**src/rtl/mem_arbiter.sv**
```systemverilog
// Byte-serial memory sequencer sharing the 8-bit bus between instruction fetch and load/store.
// Define MEM_ARB_RR_EN for round-robin arbitration; otherwise LS always wins over IF.
module mem_arbiter (
  input  logic        clk_in,
  input  logic        rst_in,
  input  logic        rdy_in,
  input  logic        clr_in,
  input  logic        io_buffer_full,
  input  logic [7:0]  mem_din,
  output logic [7:0]  mem_dout,
  output logic [31:0] mem_a,
  output logic        mem_wr,
  input  logic        if_req,
  input  logic [31:0] if_addr,
  output logic        if_done,
  output logic [31:0] if_data,
  input  logic        ls_req,
  input  logic        ls_wr,
  input  logic [1:0]  ls_len,
  input  logic [31:0] ls_addr,
  input  logic [31:0] ls_wdata,
  output logic        ls_done,
  output logic [31:0] ls_rdata,
  output logic        busy
);

  typedef enum logic [2:0] {IDLE, RD, WR, IO_WAIT, IO_GAP} state_e;

  state_e      state_q, state_d;
  logic [31:0] addr_q, addr_d;
  logic [31:0] wdata_q, wdata_d;
  logic [31:0] rbuf_q, rbuf_d;
  logic [2:0]  len_q, len_d;
  logic [2:0]  k_q, k_d;
  logic        pend_q, pend_d;
  logic        ownerLs_q, ownerLs_d;
  logic        lastLs_q, lastLs_d;
  logic        ifDone_q, ifDone_d;
  logic        lsDone_q, lsDone_d;
  logic [31:0] ifData_q, ifData_d;
  logic [31:0] lsData_q, lsData_d;
  logic        grantLs, grantIf;
  logic        ioAddr;
  logic [1:0]  kPrev;

  function automatic logic [2:0] lenBytes(input logic [1:0] l);
    case (l)
      2'd0:    return 3'd1;
      2'd1:    return 3'd2;
      default: return 3'd4;
    endcase
  endfunction

  assign ioAddr = (addr_q[17:16] == 2'b11);
  // pend_q marks that byte k-1 was addressed last cycle and its data is on mem_din now
  assign kPrev  = k_q[1:0] - 2'd1;

  always_ff @(posedge clk_in) begin
    if (rst_in) begin
      state_q   <= IDLE;
      addr_q    <= '0;
      wdata_q   <= '0;
      rbuf_q    <= '0;
      len_q     <= '0;
      k_q       <= '0;
      pend_q    <= 1'b0;
      ownerLs_q <= 1'b0;
      lastLs_q  <= 1'b1;
      ifDone_q  <= 1'b0;
      lsDone_q  <= 1'b0;
      ifData_q  <= '0;
      lsData_q  <= '0;
    end else begin
      state_q   <= state_d;
      addr_q    <= addr_d;
      wdata_q   <= wdata_d;
      rbuf_q    <= rbuf_d;
      len_q     <= len_d;
      k_q       <= k_d;
      pend_q    <= pend_d;
      ownerLs_q <= ownerLs_d;
      lastLs_q  <= lastLs_d;
      ifDone_q  <= ifDone_d;
      lsDone_q  <= lsDone_d;
      ifData_q  <= ifData_d;
      lsData_q  <= lsData_d;
    end
  end

  always_comb begin
    state_d   = state_q;
    addr_d    = addr_q;
    wdata_d   = wdata_q;
    rbuf_d    = rbuf_q;
    len_d     = len_q;
    k_d       = k_q;
    pend_d    = pend_q;
    ownerLs_d = ownerLs_q;
    lastLs_d  = lastLs_q;
    ifDone_d  = ifDone_q;
    lsDone_d  = lsDone_q;
    ifData_d  = ifData_q;
    lsData_d  = lsData_q;
    grantLs   = 1'b0;
    grantIf   = 1'b0;
    if (rdy_in) begin
      ifDone_d = 1'b0;
      lsDone_d = 1'b0;
      unique case (state_q)
        IDLE: begin
          // No grant while a done pulse is out: the requester has not yet dropped req
          if (!clr_in && !ifDone_q && !lsDone_q) begin
`ifdef MEM_ARB_RR_EN
            grantLs = ls_req && (!if_req || !lastLs_q);
`else
            grantLs = ls_req;
`endif
            grantIf = if_req && !grantLs;
            k_d     = '0;
            pend_d  = 1'b0;
            rbuf_d  = '0;
            if (grantLs) begin
              addr_d    = ls_addr;
              wdata_d   = ls_wdata;
              len_d     = lenBytes(ls_len);
              ownerLs_d = 1'b1;
              lastLs_d  = 1'b1;
              if (!ls_wr)
                state_d = RD;
              else if (ls_addr[17:16] == 2'b11 && io_buffer_full)
                state_d = IO_WAIT;
              else
                state_d = WR;
            end else if (grantIf) begin
              addr_d    = if_addr;
              len_d     = 3'd4;
              ownerLs_d = 1'b0;
              lastLs_d  = 1'b0;
              state_d   = RD;
            end
          end
        end
        RD: begin
          // IO-space loads have side effects, so only they survive a flush
          if (clr_in && !(ownerLs_q && ioAddr)) begin
            state_d = IDLE;
            pend_d  = 1'b0;
          end else begin
            if (pend_q)
              rbuf_d[{kPrev, 3'b000} +: 8] = mem_din;
            if (k_q == len_q) begin
              state_d = IDLE;
              pend_d  = 1'b0;
              if (ownerLs_q) begin
                lsDone_d = 1'b1;
                lsData_d = rbuf_d;
              end else begin
                ifDone_d = 1'b1;
                ifData_d = rbuf_d;
              end
            end else begin
              k_d    = k_q + 3'd1;
              pend_d = 1'b1;
            end
          end
        end
        WR: begin
          if (k_q == len_q - 3'd1) begin
            lsDone_d = 1'b1;
            k_d      = '0;
            state_d  = ioAddr ? IO_GAP : IDLE;
          end else begin
            k_d = k_q + 3'd1;
          end
        end
        IO_WAIT: begin
          if (!io_buffer_full)
            state_d = WR;
        end
        IO_GAP: state_d = IDLE;
        default: state_d = IDLE;
      endcase
    end
  end

  // While paused, keep re-addressing the byte whose data is due so it is valid on resume
  always_comb begin
    mem_wr   = 1'b0;
    mem_a    = '0;
    mem_dout = '0;
    unique case (state_q)
      RD: begin
        if (!rdy_in && pend_q)
          mem_a = addr_q + {30'b0, kPrev};
        else if (k_q != len_q)
          mem_a = addr_q + {29'b0, k_q};
      end
      WR: begin
        mem_wr   = rdy_in;
        mem_a    = addr_q + {29'b0, k_q};
        mem_dout = wdata_q[{k_q[1:0], 3'b000} +: 8];
      end
      default: ;
    endcase
  end

  assign busy     = (state_q != IDLE);
  assign if_done  = ifDone_q;
  assign if_data  = ifData_q;
  assign ls_done  = lsDone_q;
  assign ls_rdata = lsData_q;

endmodule

```
**config.mk**
```make
export PLATFORM = sky130hd
export DESIGN_NAME = mem_arbiter
export DESIGN_NICKNAME = d
export VERILOG_FILES = /design/src/rtl/mem_arbiter.sv
export SDC_FILE = /design/constraint.sdc
export NUM_CORES = 1
export LEC_CHECK = 0
export CORE_UTILIZATION = 49
export CTS_BUF_LIST = sky130_fd_sc_hd__clkbuf_4
export DETAILED_ROUTE_END_ITERATION = 16
export GPL_TIMING_DRIVEN = 1
export PLACE_DENSITY = 0.81
export SLEW_MARGIN = 20
export SYNTH_ARGS = -nofsm -noshare
export SYNTH_HDL_FRONTEND = slang
export SYNTH_SLANG_ARGS = --single-unit
```
**constraint.sdc**
```tcl
create_clock -name clk_in -period 3.8 [get_ports clk_in]
set_clock_uncertainty 0.15 [all_clocks]
set_input_delay 0.57 -clock clk_in [delete_from_list [all_inputs] [get_ports clk_in]]
set_output_delay 0.57 -clock clk_in [all_outputs]
set_load 0.02 [all_outputs]
```
==> summary.md, run 1 <==
| Metric | Value |
|---|---|
| Final estimated routing congestion in global placement | approximately 0.95 |
| CTS sink count | approximately 170 |
| Clock-pin slew on the worst setup and hold paths | about 0.15 ns |
| GRT met3 Usage | between 6 and 7% |
| Startpoint Class | flip-flop |
| Seq cells post-synth | around 170 |
| WP data required | between 3 and 4 ns |
| Initial Util | roughly 50% |
| Post-synth ARST share | 0% |
| Hold Crit Class | in -> reg |
| Fmax | 262.9 MHz |
| Grt ovf | 0 |
| Unrepaired setup endpoints after global routing | true |
| Period Utilization, post-route | 100.1% |
| CTS HTree Levels | 4 |
| Minimum clock period after layout | around 3.8 ns |
| Final hold violation count | 0 |
| M2 GR Usage | 46.68% |
| Slew Viols, Final | 0 |
| Top FF cell, synth | dfxtp_1 |
| DRC | 0 |
| Largest family of logic cells by synthesized area | compound AO/OA/AOI/OAI gates |
| Latest clock arrival within the worst-skew pair | 0.58 ns |
| HPWL Detailed | about 19 mm |
| Most Crowded Layer GR | met2 |
| Status | complete, but fails checks |
| Post-synthesis adder-cell area fraction | under 10% |
| Die Outline Area | 18,890 um2 |
| XOR/XNOR share of the synthesized area | 1.114% |
| Min Hold Slack | 0.2686 ns |
| Setup violators final | 1 |
| Largest net degree at the start of global routing | 92 |
| Die height | ~140 um |
| Post-synthesis compound-gate area fraction | 23.62% |
| Row cnt | 49 |
| Max-cap violation count | 0 |
| DR iter-0 viols | between 700 and 800 |
| Syn Area/Cell | just over 8 um2 |
| Netlist cell types | 71 |
| Share of cells above drive strength 1 | 12.95% |
| Worst EP arrival | between 3 and 4 ns |
| YS warnings | 0 |
| Cell count after synthesis | 1,081 |
| Failing checks | negative setup slack |
| I/O pin count | between 200 and 250 |
| Syn-to-layout area delta | 33.77% |
| Mux contribution to synthesized area | around 10% |
| Vias in the first global route | 8,407 |
| Lkg Pwr | roughly 4.3 nW |
| DR WL/cell | 17.60 um |
| IO buf count | about 220 |
| Vias/cell | about 5.9 |
| Root buf cell | clkbuf_4 |
| Clock Tree Buf Depth | 2 |
| Initial antenna violation count | 1 |
| Worst Tran Pin Value | about 1.1 ns |
| CTS tree | yes |
| Worst vdd rail ir drop | 0.2028 mV |
| Number of enable flip-flop cells after synthesis | 0 |
| CP endpoint kind | primary output |
| TritonCTS Buffers | 17 |
| Total number of vias | 9,045 |
| Detailed Routing Iterations Pass 1 | 5 |
| Critical Path Fanout Max | 4 |
| GRT Total Usage | 28.54% |
| Mapped Area | 8989 um2 |
| Post-synthesis simple-gate area fraction | roughly 20% |
| ANT nets after route | 0 |
| Met1 usage | roughly 37% |
| Syn_nets | ~1,200 |
| Core area | 17,960 um2 |
| DIE WIDTH | approximately 140 um |
| First-pass GRT wire length | between 40 and 50 mm |
| Sequential share of the synthesized area | 38.53% |
| Drt total wl | 27.16 mm |
| Hold buffers post-CTS | 0 |
| Setup WS post-layout | -0.004162 ns |
| Crit Path Class | reg -> out |
| Pwr per Cell Area | slightly above 300 nW/um2 |
| Nets | 1,428 |
| Slew headroom | approximately a quarter |
| Setup TNS | -0.004162 ns |
-- logic make-up after synthesis --
| logic type | after synthesis |
|---|---|
| AOI/OAI and AO/OA | 308 |
| xor gates and xnor gates | 9 |
| adders and majority gates | 14 |
| buffers and inverters | 100 |
| DFF | 173 |
| muxes | 80 |
| and+or+nand+nor | 397 |
-- cell type report --
type | count | area [um2]
timing repair buffer | 284 | 2618
tap | 229 | 286.5
antenna | 1 | 2.502
inverter | 16 | 60.06
multi-input combinational | 808 | 5253
clock inverter | 13 | 193.9
sequential | 173 | 3468
fill | 1507 | 5939
clock buffer | 19 | 142.6
-- critical path, cell delays in order, from the launching register on --
cell and delay (ns):
dfxtp_1 0.37, inv_1 0.10, ha_4 0.31, inv_1 0.06, ha_1 0.30, a21oi_2 0.27
nor3_4 0.07, buf_2 0.17, a32oi_1 0.20, o21ai_0 0.11, a211oi_1 0.33, clkbuf_2 0.23
-- worst paths after layout --
kind / startpoint / endpoint / slack, ns / depth (start not counted)
setup reg to reg: state_q[0] / rbuf_q[31] / 0.78 / 6
hold / removal: rst_in / ownerLs_q / 0.27 / 2
setup / recovery: k_q[1] / mem_a[17] / -0.004 / 11
hold reg to reg: wdata_q[18] / wdata_q[18] / 0.32 / 2
-- metal layers --
layer	vias to the layer above	wire length, um
met5	-	0
met2	376	12890
li1	4347	-
met3	61	1969
met4	0	679
met1	4261	11620
-- power by group --
group / leakage (nW) / internal, mW / switching [mW]
registers: 1.40 / 1.86 / 0.0599
logic: 2.73 / 0.285 / 0.304
clock network: 0.179 / 0.503 / 0.714
total: 4.32 / 2.65 / 1.08
-- synthesized netlist by cell type, types with 4 or more instances --
master | number | share of area, %
a211oi_1 | 35 | 2.9
a21oi_1 | 94 | 5.2
a221oi_1 | 6 | 0.58
a22o_1 | 34 | 3.3
a22oi_1 | 38 | 3.2
a31oi_1 | 9 | 0.63
a32oi_1 | 7 | 0.68
and2_1 | 14 | 0.97
and4_1 | 4 | 0.39
buf_1 | 5 | 0.21
buf_2 | 16 | 0.89
clkbuf_1 | 57 | 2.4
dfxtp_1 | 173 | 39
ha_1 | 12 | 1.7
inv_1 | 16 | 0.67
mux2i_1 | 71 | 7.9
mux4_2 | 8 | 2.0
nand2_1 | 166 | 6.9
nand3_1 | 16 | 0.89
nand4_1 | 13 | 0.90
nor2_1 | 128 | 5.3
nor3_1 | 20 | 1.1
nor4_1 | 10 | 0.70
o211ai_1 | 5 | 0.42
o21a_1 | 4 | 0.33
o21ai_0 | 30 | 1.7
o22ai_1 | 8 | 0.56
o31ai_1 | 7 | 0.58
xor2_1 | 5 | 0.49
-- cells in the final DEF (no fill, tap or decap), types with 6 or more instances in the layout --
master             n
nand3_1           16
buf_2             10
clkbuf_2          13
a22o_1            34
a211oi_1          35
a22oi_1           37
nor3_1            17
clkbuf_4          19
ha_1              10
nand2_1          165
mux4_2             8
a21oi_1           91
a31oi_1            9
a32oi_1            7
nor2_1           127
mux2i_1           71
o22ai_1            8
nand4_1           13
o21ai_1            6
clkdlybuf4s50_1  189
o21ai_0           26
a221oi_1           6
buf_4             59
inv_1             15
and2_1            13
dfxtp_1          171
nor4_1             9
-- metrics by stage --
| step | area (um2) | total power, mW | util [%] | setup slack, ns | std cells |
|---|---|---|---|---|---|
| after floorplan | 9000 | 2.264 | - | 0.05855 | 1081 |
| after global placement | 11570 | 2.510 | 64.42 | 0.1506 | 1503 |
| after detailed placement | 11570 | 2.521 | 64.42 | 0.07436 | 1503 |
| after CTS | 12020 | 3.733 | 66.89 | -0.08116 | 1539 |
| after global routing | 12020 | 3.890 | 66.94 | -0.1851 | 1543 |
| final | 12020 | 3.725 | 66.94 | -0.004162 | 1543 |
-- sequential cells by signal, indices dropped and copies added, names as in the netlist, 3 cells and up --
name / count
addr_q: 32
wdata_q: 32
state_q: 3
ls_rdata: 32
if_data: 32
len_q: 3
rbuf_q: 32
k_q: 3
-- what timing repair did --
item | CTS | global route
cloned | 1 | 1
setup endpoints to repair | 31 | 29
buffers inserted | 3 | 2
hold endpoints to repair | 0 | 0
resized for setup | 94 | 46
pin swaps | 6 | 6
Power figures use the tool's default switching activity.
==> run 2, diff against run 1 <==
--- a/config.mk
+++ b/config.mk
@@ -8,9 +8,9 @@
 export CORE_UTILIZATION = 49
 export CTS_BUF_LIST = sky130_fd_sc_hd__clkbuf_4
 export DETAILED_ROUTE_END_ITERATION = 16
+export GPL_ROUTABILITY_DRIVEN = 1
 export GPL_TIMING_DRIVEN = 1
 export PLACE_DENSITY = 0.81
-export SLEW_MARGIN = 20
 export SYNTH_ARGS = -nofsm -noshare
 export SYNTH_HDL_FRONTEND = slang
 export SYNTH_SLANG_ARGS = --single-unit
==> results of run 2 <==
Final layout, timing and power as in run 1 (identical DEF).
==> run 3, diff against run 2 <==
--- a/config.mk
+++ b/config.mk
@@ -8,9 +8,9 @@
 export CORE_UTILIZATION = 49
 export CTS_BUF_LIST = sky130_fd_sc_hd__clkbuf_4
 export DETAILED_ROUTE_END_ITERATION = 16
-export GPL_ROUTABILITY_DRIVEN = 1
 export GPL_TIMING_DRIVEN = 1
 export PLACE_DENSITY = 0.81
+export SETUP_SLACK_MARGIN = 0.1
 export SYNTH_ARGS = -nofsm -noshare
 export SYNTH_HDL_FRONTEND = slang
 export SYNTH_SLANG_ARGS = --single-unit
==> constraint.sdc (replaced) <==
create_clock -name clk_in -period 4.85 [get_ports clk_in]
set_clock_uncertainty 0.15 [all_clocks]
set_input_delay 0.7275 -clock clk_in [delete_from_list [all_inputs] [get_ports clk_in]]
set_output_delay 0.7275 -clock clk_in [all_outputs]
set_load 0.02 [all_outputs]
==> run 3 against run 2 <==
The run now ends clean. Cell count shrank 2.7%. Highest routed layer unchanged. Power decreased by 24%. Die area is the same. Largest cell class unchanged. Sequential power down 21%. Wire length rose by 0.15%. Register-to-register slack better by 1.1 ns.
==> summary.md, run 3 (synthesis results as in run 1) <==
| Metric | Value |
|---|---|
| Initial Util | roughly half |
| Minimum clock period after layout | between 4 and 5 ns |
| Critical Path Fanout Max | 16 |
| Largest net degree at the start of global routing | 102 |
| Drt total wl | 27.20 mm |
| Hold path cells | 2 |
| Worst Tran Pin Value | 1.308 ns |
| DIE WIDTH | ~140 um |
| DR iter-0 viols | approximately 630 |
| Root buf cell | clkbuf_4 |
| Status | finished clean |
| Row cnt | 49 |
| Pwr per Cell Area | 244.1 nW/um2 |
| I/O pin count | roughly 220 |
| Syn-to-layout area delta | 29.55% |
| Reg2reg path depth | 5 |
| Grt ovf | 0 |
| Crit path from | k_q[0] |
| Post-CTS setup buffers | 0 |
| Setup TNS | 0 ns |
| Vias in the first global route | around 8,400 |
| Overall Power | roughly 2.8 mW |
| CTS HTree Levels | 4 |
| Worst path top cell family by delay | compound AO/OA/AOI/OAI gates |
| R2r setup slk | roughly 1.9 ns |
| Final Instance Area | 11,640 um2 |
| DRC | 0 |
| Max-cap violation count | 0 |
| Slew Viols, Final | 0 |
| Slew headroom | 12.00% |
| Commonest non-fill, non-tap cell in the layout | clkdlybuf4s50_1 |
| Final estimated routing congestion in global placement | approximately 0.94 |
| Period Utilization, post-route | approximately 93% |
| Worst Path Buf+Inv | 2 |
| Fmax | roughly 220 MHz |
| Share of cells above drive strength 1 | a little under 7% |
| Min Hold Slack | a little over 0.3 ns |
| Worst flop-to-flop path startpoint | state_q[2] |
| Lkg Pwr | 4.136 nW |
| Nets | about 1,400 |
| Largest stage delay, worst path | ~0.7 ns |
| Cell count along the critical path | 7 |
| Seq. cell area | roughly 3500 um2 |
| First-pass GRT wire length | 42.18 mm |
| Hold buffers post-CTS | 0 |
| Total number of vias | ~9,000 |
| Hold Crit Class | reg -> reg |
| Crit Path Class | reg -> out |
| Startpoint Class | flip-flop |
| CTS sink count | about 170 |
| Detailed Routing Iterations Pass 1 | 8 |
| Clock-pin slew on the worst setup and hold paths | between 0.15 and 0.2 ns |
| TritonCTS Buffers | 17 |
| CP endpoint | mem_a[11] |
| Unrepaired setup endpoints after global routing | false |
| Worst vdd rail ir drop | roughly 0.19 mV |
| Placed Area | between 10,000 and 15,000 um2 |
| Latest clock arrival within the worst-skew pair | around 0.59 ns |
| ANT nets after route | 0 |
| IO buf count | about 220 |
| GRT Total Usage | 28.63% |
| Clock Tree Buf Depth | 2 |
| Die height | around 140 um |
| Vias/cell | between 5 and 6 |
| CP endpoint kind | primary output |
| Initial antenna violation count | 1 |
| Core area | 17,960 um2 |
| Crit-path slowest cell | o311ai_4 |
| Commonest non-fill, non-tap cells in the layout | clkdlybuf4s50_1 (201), dfxtp_1 (172), nand2_1 (165) |
| Die Outline Area | 18,890 um2 |
| WP data required | around 4.0 ns |
| Area of the multi-input gates | just over 5000 um2 |
| CTS tree | yes |
| Fillers | between 1,500 and 2,000 |
| Worst EP arrival | 3.65 ns |
| Worst R2R End | rbuf_q[31] |
| Final hold violation count | 0 |
| Setup violators final | 0 |
| DR WL/cell | 18.12 um |
| HPWL Detailed | approximately 19 mm |
| CP Cell Sequence | buf_4, xor2_2, o311ai_4, nand2_2, a221oi_1, o22ai_1, clkdlybuf4s50_1 |
## run 3: cell types whose count changed in the layout (fill, tap and decap cells not counted), moves of 6 or more
cell             delta
clkdlybuf4s50_1    +12
buf_4              -38
dlymetal6s2s_1      +6
dlygate4sd2_1       +7
buf_2               -9
clkbuf_2           -13
## run 3: how the worst min path moves through the flow
stage	startpoint	endpoint	slack [ns]
2_1_floorplan	wdata_q[16]	wdata_q[16]	0.28
3_3_place_gp	ls_rdata[2]	ls_rdata[2]	0.29
3_5_place_dp	ls_rdata[26]	ls_rdata[26]	0.29
4_1_cts	ls_rdata[26]	ls_rdata[26]	0.31
5_1_grt	ls_rdata[26]	ls_rdata[26]	0.33
6_report	ls_rdata[13]	ls_rdata[13]	0.31
## run 3: worst reg2reg max path, delay by kind of cell, from the launching register on
family	cells	cell delay [ns]
compound gates	3	1.65
simple gates	2	0.62
flops	1	0.47
## run 3: layer usage
layer	vias to the layer above	GRT usage [%]	wire length, um
met4	0	9.890	633
met1	4237	36.68	11760
met5	-	0	0
li1	4271	-	-
met3	48	6.475	2022
met2	360	47.12	12790
## run 3: what timing repair did
item	in CTS	in global routing
endpoints found under the setup margin	26	15
gates resized for setup	11	14
endpoints found under the hold margin	0	0
## run 3: power breakdown
part / internal (mW) / leakage, nW / total (mW) / switching (mW)
Combinational: 0.201 / 2.57 / 0.421 / 0.220
Clock: 0.333 / 0.168 / 0.910 / 0.577
Sequential: 1.46 / 1.40 / 1.51 / 0.0536
Total: 1.99 / 4.14 / 2.84 / 0.851
## run 3: final cells by class
class / count / share of cell area (%)
clock inverters: 15 / 1.655
repair buffers: 242 / 20.52
multi-input cells: 808 / 43.98
inverters: 16 / 0.5157
well taps: 229 / 2.461
diodes: 1 / 0.02149
clock buffers: 17 / 1.096
flip-flops and latches: 173 / 29.75
## run 3: stage by stage
step                      instances  util (%)  setup slack [ns]
after floorplan                1081         -            0.6661
after global placement         1468     62.83            0.5307
after detailed placement       1468     62.83            0.4623
after CTS                      1500     64.59            0.1226
after global routing           1501     64.83            0.1100
final                          1501     64.83            0.3270
